==> config.mk <==
export PLATFORM = sky130hd
export DESIGN_NAME = pcs_comma_aligner
export DESIGN_NICKNAME = d
export VERILOG_FILES = /design/src/rtl/pcs_pkg.sv /design/src/rtl/pcs_comma_detect.sv /design/src/rtl/pcs_comma_aligner.sv
export SDC_FILE = /design/constraint.sdc
export NUM_CORES = 1
export LEC_CHECK = 0
export BUFFER_PORTS_ARGS = -buffer_cell sky130_fd_sc_hd__buf_2
export CORE_MARGIN = 5
export CORE_UTILIZATION = 35
export DETAILED_ROUTE_END_ITERATION = 6
export PLACE_DENSITY = 0.53
export SYNTH_ARGS = -nofsm -noshare
export SYNTH_HDL_FRONTEND = slang
export SYNTH_SLANG_ARGS = --single-unit
==> constraint.sdc <==
create_clock -name clock -period 9.2 [get_ports clock]
set_input_delay 2.3 -clock clock [delete_from_list [all_inputs] [get_ports clock]]
set_output_delay 2.3 -clock clock [all_outputs]
set_load 0.05 [all_outputs]
==> src/rtl/pcs_pkg.sv <==
// Shared 1000BASE-X PCS definitions: comma patterns, K28.5 code-groups and
// the aligner state encoding.
package pcs_pkg;

  localparam logic [6:0] COMMA_POS = 7'b0011111;
  localparam logic [6:0] COMMA_NEG = 7'b1100000;

  localparam logic [9:0] K28_5_RDN = 10'b0011111010;
  localparam logic [9:0] K28_5_RDP = 10'b1100000101;

  typedef enum logic {
    HUNT   = 1'b0,
    LOCKED = 1'b1
  } align_state_t;

  function automatic logic is_comma(input logic [6:0] bits);
    return (bits == COMMA_POS) || (bits == COMMA_NEG);
  endfunction

endpackage

==> src/rtl/pcs_comma_detect.sv <==
// Combinational comma search over all ten bit offsets of a 20-bit window;
// reports every matching offset and the lowest one.
module pcs_comma_detect
  import pcs_pkg::*;
(
  input  logic [19:0] window,
  output logic [9:0]  match,
  output logic [3:0]  first_idx,
  output logic        any_match
);

  for (genvar k = 0; k < 10; k++) begin : g_offset
    assign match[k] = is_comma(window[19-k -: 7]);
  end

  // Scan downwards so the lowest matching offset is the one left standing.
  always_comb begin
    first_idx = 4'd0;
    any_match = |match;
    for (int k = 9; k >= 0; k--) begin
      if (match[k]) first_idx = 4'(k);
    end
  end

endmodule

==> src/rtl/pcs_comma_aligner.sv <==
// Receive-side code-group aligner: locks to the K28.5 comma offset and
// re-aligns after MISALIGN_LIMIT consecutive commas at another offset.
module pcs_comma_aligner
  import pcs_pkg::*;
#(
  parameter int MISALIGN_LIMIT = 3
)
(
  input  logic       clock,
  input  logic       reset,
  input  logic       power,
  input  logic [9:0] raw_code_group,
  output logic [9:0] rx_code_group,
  output logic       code_valid,
  output logic       comma_det,
  output logic [3:0] align_offset,
  output logic       realign
);

  localparam logic [3:0] LIMIT = 4'(MISALIGN_LIMIT);

  logic [9:0]   r0, r1;
  logic [19:0]  window;
  logic [9:0]   match;
  logic [3:0]   first_idx;
  logic         any_match;

  align_state_t state, state_next;
  logic [3:0]   lock_offset, offset_next;
  logic [3:0]   miss_cnt, miss_next;
  logic [3:0]   cand, cand_next;
  logic         realign_next;

  assign window = {r1, r0};

  pcs_comma_detect u_detect (
    .window    (window),
    .match     (match),
    .first_idx (first_idx),
    .any_match (any_match)
  );

  // The deserializer pipeline keeps shifting even while power is low.
  always_ff @(posedge clock or posedge reset) begin
    if (reset) begin
      r0 <= '0;
      r1 <= '0;
    end else begin
      r0 <= raw_code_group;
      r1 <= r0;
    end
  end

  always_comb begin
    state_next   = state;
    offset_next  = lock_offset;
    miss_next    = miss_cnt;
    cand_next    = cand;
    realign_next = 1'b0;
    if (!power) begin
      state_next  = HUNT;
      offset_next = 4'd0;
      miss_next   = 4'd0;
      cand_next   = 4'd0;
    end else if (state == HUNT) begin
      if (any_match) begin
        state_next  = LOCKED;
        offset_next = first_idx;
        miss_next   = 4'd0;
      end
    end else if (match[lock_offset]) begin
      miss_next = 4'd0;
    end else if (any_match) begin
      // A new stray offset restarts the run of misaligned commas.
      cand_next = first_idx;
      if (first_idx != cand) miss_next = 4'd1;
      else if (miss_cnt < LIMIT) miss_next = miss_cnt + 4'd1;
      if (miss_next >= LIMIT) begin
        offset_next  = first_idx;
        miss_next    = 4'd0;
        realign_next = 1'b1;
      end
    end
  end

  always_ff @(posedge clock or posedge reset) begin
    if (reset) begin
      state         <= HUNT;
      lock_offset   <= '0;
      miss_cnt      <= '0;
      cand          <= '0;
      rx_code_group <= '0;
      code_valid    <= 1'b0;
      comma_det     <= 1'b0;
      align_offset  <= '0;
      realign       <= 1'b0;
    end else begin
      state       <= state_next;
      lock_offset <= offset_next;
      miss_cnt    <= miss_next;
      cand        <= cand_next;
      realign     <= realign_next;
      // Outputs follow the next-state offset so the locking comma itself is delivered.
      if (state_next == LOCKED) begin
        rx_code_group <= 10'(window >> (10 - offset_next));
        code_valid    <= 1'b1;
        comma_det     <= match[offset_next];
        align_offset  <= offset_next;
      end else begin
        rx_code_group <= '0;
        code_valid    <= 1'b0;
        comma_det     <= 1'b0;
        align_offset  <= '0;
      end
    end
  end

endmodule

=== Yosys cells after proc, flatten, opt, wreduce, memory -nomap -nowiden ===
Cells that the tools add are included.

* Bits in registers: 50
* Input bits: 13
* Output and inout port bits: 17
* Word-level logic and storage cells: 105

* Add/sub/neg operators: 2
* Order comparisons: 4
* Eq/ne operators: 26
* Shift operators: 1
* Multiplexer cells: 48
* Reduce and logical (&&, ||, !) cells: 13

{| class="wikitable"
|+ Operators by type and width
! operator !! number
|-
| 4-bit two-way mux || 33
|-
| 7-bit by 5-bit equality test with 1-bit output, second input constant || 10
|-
| 7-bit equality test, second input constant || 10
|-
| 20-bit by 32-bit >> shifter with 10-bit output || 1
|-
| 1-bit two-way mux || 12
|-
| 1-bit logical OR || 10
|-
| 4-bit by 5-bit < comparator with 1-bit output, second input constant || 2
|-
| 10-bit two-way mux || 1
|-
| 10-bit OR reduction || 1
|-
| 1-bit binary-select mux with 4-bit select || 2
|-
| 3-bit by 1-bit != test with 1-bit output, second input constant || 2
|-
| 4-bit by 4-bit subtractor with 5-bit output, first input constant || 1
|-
| 4-bit by 1-bit adder with 4-bit output, second input constant || 1
|-
| 4-bit by 2-bit greater-or-equal comparator with 1-bit output, second input constant || 1
|-
| 4-bit by 2-bit < comparator with 1-bit output, second input constant || 1
|-
| 2-bit by 1-bit != test with 1-bit output, second input constant || 2
|-
| 4-bit != test || 1
|-
| 3-bit AND reduction || 1
|-
| 2-bit != test, second input constant || 1
|-
| 2-bit AND reduction || 1
|}

=== Depth between registers and ports, before layout ===
* Depth in word-level cells: 27
* Depth in mapped cells: 22
* Depth with buffers taken out: 19

=== By module ===
A second synthesis with hierarchy kept.

* Cells, all modules: 336
* Area, all modules: 3328.2 um^2

{| class="wikitable"
|+ By module, submodules not included
! module !! instances !! cells each !! area each (um^2) !! seq. area each (um^2)
|-
| pcs_comma_aligner || 1 || 275 || 2901.5 || 1226.2
|-
| pcs_comma_detect || 1 || 61 || 426.7 || 0.0
|}

=== Least setup slack after synthesis ===
Ideal clock, no wire load.

* Path kind: flip-flop to flip-flop
* Start point: reg r0[9]
* End point: reg rx_code_group[1]
* Arrival: 5585 ps
* Required time: 9106 ps
* Setup slack: 3521 ps
* Cell stages (with the launch flop): 20
* Path buffers: 5
* Period minus slack after synthesis: 5679 ps
* Path through: dfrtp_1 buf_6 or4b_4 a2111o_1 o31a_1 a222oi_1 mux2_2 or3_4 o41ai_4 mux2i_4 buf_6 buf_6 ha_1 clkbuf_1 inv_2 clkbuf_1 nor3_1 a22oi_1 a31oi_1 a211oi_1

* Longest elaborated chain between the ends: 27
* Elaborated cells between the ends (all ways): 50
* Those cells by class: add/sub (1); order compare (1); eq/ne (13); shift (1); mux (27); reduce/logical (7)

{| class="wikitable"
|+ Ends and longest elaborated chain
! element !! line !! text
|-
| start, declared || pcs_comma_aligner.sv:22 || <nowiki>logic [9:0] r0, r1;</nowiki>
|-
| start signal, assigned || pcs_comma_aligner.sv:49 || <nowiki>r0 <= raw_code_group;</nowiki>
|-
| 7-bit by 5-bit equality test with 1-bit output or 7-bit equality test (tied branches) || pcs_pkg.sv:17 || <nowiki>return (bits == COMMA_POS) || (bits == COMMA_NEG);</nowiki>
|-
| 1-bit logical OR || pcs_pkg.sv:17 ||
|-
| 4-bit two-way mux (10 in a row) || pcs_comma_detect.sv:21 || <nowiki>if (match[k]) first_idx = 4'(k);</nowiki>
|-
| 4-bit != test || pcs_comma_aligner.sv:76 || <nowiki>if (first_idx != cand) miss_next = 4'd1;</nowiki>
|-
| 4-bit two-way mux || pcs_comma_aligner.sv:76 ||
|-
| 4-bit two-way mux || pcs_comma_aligner.sv:73 || <nowiki>end else if (any_match) begin</nowiki>
|-
| 4-bit two-way mux || pcs_comma_aligner.sv:71 || <nowiki>end else if (match[lock_offset]) begin</nowiki>
|-
| 4-bit two-way mux || pcs_comma_aligner.sv:65 || <nowiki>end else if (state == HUNT) begin</nowiki>
|-
| (+3 left out) || n/a ||
|-
| 4-bit two-way mux || pcs_comma_aligner.sv:73 ||
|-
| 4-bit two-way mux || pcs_comma_aligner.sv:71 ||
|-
| 4-bit two-way mux (*) || pcs_comma_aligner.sv:65 ||
|-
| 4-bit two-way mux (*) || pcs_comma_aligner.sv:60 || <nowiki>if (!power) begin</nowiki>
|-
| net offset_next[0] || pcs_comma_aligner.sv:29 || <nowiki>logic [3:0] lock_offset, offset_next;</nowiki>
|-
| 4-bit by 4-bit subtractor with 5-bit output (*) || pcs_comma_aligner.sv:105 || <nowiki>rx_code_group <= 10'(window >> (10 - offset_next));</nowiki>
|-
| 20-bit by 32-bit >> shifter with 10-bit output (*) || pcs_comma_aligner.sv:105 ||
|-
| 10-bit two-way mux (*) || pcs_comma_aligner.sv:104 || <nowiki>if (state_next == LOCKED) begin</nowiki>
|-
| end signal, assigned || pcs_comma_aligner.sv:105 ||
|-
| end, declared || pcs_comma_aligner.sv:13 || <nowiki>output logic [9:0] rx_code_group,</nowiki>
|}

Mark *: on every way through the listed nets, which the timed path passes. The rest lies on a longest branch. The select of a mux whose other input is x is not followed.
A chain may end at the register's enable or synchronous reset.

=== Worst setup path after layout ===
* Start point: reg r0[9]
* End point: reg rx_code_group[6]

* Longest elaborated chain between the ends: 27
* Elaborated cells between the ends (all ways): 50
* Those cells by class: add/sub (1); order compare (1); eq/ne (13); shift (1); mux (27); reduce/logical (7)

{| class="wikitable"
|+ Ends and longest elaborated chain
! element !! line !! text
|-
| 7-bit by 5-bit equality test with 1-bit output or 7-bit equality test (tied branches) || pcs_pkg.sv:17 ||
|-
| 1-bit logical OR || pcs_pkg.sv:17 ||
|-
| 4-bit two-way mux (10 in a row) || pcs_comma_detect.sv:21 ||
|-
| 4-bit != test || pcs_comma_aligner.sv:76 ||
|-
| 4-bit two-way mux || pcs_comma_aligner.sv:76 ||
|-
| 4-bit two-way mux || pcs_comma_aligner.sv:73 ||
|-
| 4-bit two-way mux || pcs_comma_aligner.sv:71 ||
|-
| 4-bit two-way mux || pcs_comma_aligner.sv:65 ||
|-
| (+2 left out) || n/a ||
|-
| 4-bit two-way mux || pcs_comma_aligner.sv:78 || <nowiki>if (miss_next >= LIMIT) begin</nowiki>
|-
| 4-bit two-way mux || pcs_comma_aligner.sv:73 ||
|-
| 4-bit two-way mux || pcs_comma_aligner.sv:71 ||
|-
| 4-bit two-way mux || pcs_comma_aligner.sv:65 ||
|-
| 4-bit two-way mux || pcs_comma_aligner.sv:60 ||
|-
| 4-bit by 4-bit subtractor with 5-bit output || pcs_comma_aligner.sv:105 ||
|-
| 20-bit by 32-bit >> shifter with 10-bit output || pcs_comma_aligner.sv:105 ||
|-
| 10-bit two-way mux (*) || pcs_comma_aligner.sv:104 ||
|}

Mark *: on every way between the ends. The rest lies on a longest branch, timed or not. The select of a mux whose other input is x is not followed.

==> flow_summary.json <==
{
  "antenna_found_initial": 0,
  "cts_tree": "yes",
  "fp.coreArea_um2": 10700,
  "cts_made_buffers": 5,
  "holdBufCountCts": 0,
  "status": "completed",
  "io_pins": 30,
  "grt_max_degree": 50,
  "num-nets-final": 413,
  "start_util": 0.353,
  "grt_pass1_wl_um": 15400,
  "syn_inst": 389,
  "cts_setup_buffers": 0,
  "finalSetupViolCount": 0,
  "wl_um": 9460,
  "drc": 0,
  "drv_cap": 0,
  "synth_top_cell_by_area": "dfrtp_1",
  "cp.arrival_ns": 6.77,
  "hold_viol": 0,
  "worst_pin_slew_ns": 1.05,
  "portBuffers": 29,
  "synth_edf_count": 0,
  "viasPerCell": 5.77,
  "critPathSlowestCell": "nor2_1",
  "max_freq_mhz": 153,
  "track_usage": 0.145,
  "dr.first_iter.drc_count": 258,
  "seq_area_frac_synth": 0.324,
  "met3WireLength_um": 358,
  "synth.top_cell.area_share": 0.324,
  "gp_congestion": 0.840,
  "synth_cell_types": 76,
  "powerDensity_nw_per_um2": 137,
  "drive_gt1_frac": 0.201,
  "startpoint_type": "flop",
  "cts.sink_count": 49,
  "routedLengthMet1_um": 4470,
  "wl_per_cell_um": 17.5,
  "die_w_um": 114,
  "p_comb_frac": 0.262,
  "clockPowerShare": 0.297,
  "relSlewSlack": 0.296,
  "synthArstFlopShare": 1.00,
  "die_h_um": 114,
  "crit_buf_inv": 1,
  "clockRootBuffer": "clkbuf_8",
  "pwr-share-seq": 0.441,
  "clk_latency_ns": 0.31,
  "grt-ovfl-total": 0,
  "fin_area_um2": 4090,
  "min_period_ns": 6.55,
  "criticalPathCategory": "flop to flop",
  "worst_slack_ns": 2.65,
  "ir_worst_vdd_v": 0.0000666,
  "cts_resized": 0,
  "netlist_area_um2": 3790,
  "leakagePower_nw": 1.68,
  "yosysWarnings": 0,
  "setup_tns_ns": 0,
  "insertedDiodeCount": 0,
  "min-delay-path-class": "flop to flop",
  "p_switching_mw": 0.193,
  "syn-num-nets": 404,
  "required_ns": 9.43,
  "cp_max_fo": 35,
  "post_dp_cell_area_um2": 3970,
  "detail-route-antenna-nets": 0,
  "htree_num_levels": 2,
  "drt_pass1_iterations": 5,
  "met2_length_um": 4460,
  "dp_slack_ns": 2.73,
  "synth_ff_type": "dfrtp_1",
  "dpl.hpwl_um": 7070,
  "grt_setup_unrepaired": "false",
  "fillers": 1131,
  "crit_family": "simple AND/OR/NAND/NOR gates",
  "period_share": 0.712,
  "synth_area_per_cell_um2": 9.74,
  "cp_cell_sequence": "or4b_4 > a2111o_1 > o31a_1 > a222oi_1 > mux2_2 > or3_4 > o41ai_4 > mux2i_4 > buf_4 > ha_1 > nor2b_1 > mux2_2 > nor2_1 > mux4_2 > a211oi_1",
  "report.final.slew_viol_count": 0,
  "grt_pass1_vias": 2972,
  "synthTopCellsByArea": "dfrtp_1 32%, mux2i_1 9.2%, mux4_2 7.1%",
  "row_count": 38,
  "crit_path_frequent_cell": "mux2_2",
  "clk_path_buf_depth": 2,
  "p_int_mw": 0.365,
  "netSwitchingFraction": 0.347,
  "num_vias": 3109,
  "dr.max_layer_used": "met4",
  "end_kind": "flop",
  "ys_seq_elements": 49,
  "clkTransAtPathRegs_ns": 0.11,
  "layout.cells.most_common": "dfrtp_1",
  "syn_to_final_growth_pct": 7.83,
  "die_area_um2": 13000,
  "cpPeakStageDelay_ns": 0.80,
  "layout_common_cells": "49 x dfrtp_1, 35 x mux2i_1, 30 x nand2_1",
  "final.setup_skew_ns": 0.00921
}
==> worst reg2reg max path, stage by stage (launching register included) <==
cell	delay (ns)
dfrtp_1	0.58
or4b_4	0.63
a2111o_1	0.40
o31a_1	0.16
a222oi_1	0.56
mux2_2	0.42
or3_4	0.42
o41ai_4	0.47
mux2i_4	0.29
buf_4	0.44
ha_1	0.28
nor2b_1	0.06
mux2_2	0.30
nor2_1	0.80
mux4_2	0.42
a211oi_1	0.23
==> registers in the layout, indices dropped and copies added, names as in the netlist <==
name,flops
r0,10
r1,10
rx_code_group,10
align_offset,4
cand,4
lock_offset,4
miss_cnt,4
code_valid,1
comma_det,1
realign,1
==> cells by family (layout without fill, tap and decap cells) <==
kind of cell | Yosys count | count (layout) | share of synthesized area
multiplexers | 57 | 57 | 0.199
AO/OA/AOI/OAI | 80 | 80 | 0.181
XOR/XNOR | 4 | 4 | 0.0112
adder cells (fa/ha/maj) | 2 | 2 | 0.00660
AND/OR/NAND/NOR | 157 | 157 | 0.228
buffers and inverters | 40 | 50 | 0.0509
flip-flops | 49 | 49 | 0.324
==> layer usage <==
layer | global-route usage | vias up
met1 | 0.202 | 1518
met5 | 0 | -
met3 | 0.0218 | 16
li1 | - | 1500
met2 | 0.238 | 75
met4 | 0.0372 | 0
==> cells in the mapped netlist, types with 3 or more instances <==
master	count
a21o_1	4
mux2_2	7
nor2_1	24
o22ai_1	5
clkbuf_1	14
nand4_1	4
nand3b_1	4
nor3_1	22
o211ai_1	4
o221ai_1	4
nand3_1	18
dfrtp_1	49
o31a_1	4
o21ai_0	8
or2_2	3
nand2b_1	8
or3b_2	3
a21oi_1	12
nor2b_1	6
or3_1	5
a221oi_1	3
and2_1	4
inv_1	10
buf_2	7
and3_1	6
buf_6	4
mux2i_1	35
nand2_1	30
a211oi_1	5
mux4_2	12
nand4b_1	4
a21boi_0	3
==> power by group through the flow <==
stage          logic [mW]  clock network (mW)  registers (mW)
4_1_cts             0.148               0.170           0.246
3_3_place_gp        0.147                   0           0.250
5_1_grt             0.160               0.179           0.248
6_report            0.146               0.166           0.246
3_5_place_dp        0.147                   0           0.250
2_1_floorplan       0.102                   0           0.264
==> cell type report <==
cell class / instances / area, um^2 / share of cell area
clock inverters: 3 / 47.5 / 0.0116
repair buffers: 30 / 153 / 0.0374
inverters: 12 / 45.0 / 0.0110
clock buffers: 5 / 68.8 / 0.0168
multi-input cells: 300 / 2370 / 0.580
flip-flops and latches: 49 / 1230 / 0.300
well taps: 140 / 175 / 0.0429
==> metrics by stage <==
step           utilization  total power [mW]  instances  hold slack [ns]
6_report             0.380             0.558        539            0.399
5_1_grt              0.380             0.587        539            0.430
4_1_cts              0.380             0.564        539            0.406
3_5_place_dp         0.369             0.397        531            0.381
3_3_place_gp         0.369             0.396        531            0.379
2_1_floorplan            -             0.366        389            0.352
==> path summary, 6_finish.rpt <==
| kind | startpoint | endpoint | slack (ns) | depth (start not counted) |
|---|---|---|---|---|
| setup reg to reg | r0[9] | rx_code_group[6] | 2.65 | 15 |
| setup / recovery | r0[9] | rx_code_group[6] | 2.65 | 15 |
| hold / removal | r0[0] | r1[0] | 0.40 | 0 |
| hold reg to reg | r0[0] | r1[0] | 0.40 | 0 |
| min in group asynchronous | reset | align_offset[1] | 2.24 | 2 |
| max in group asynchronous | reset | r1[0] | 6.31 | 2 |
No activity file was read; power rests on OpenSTA's default activity.
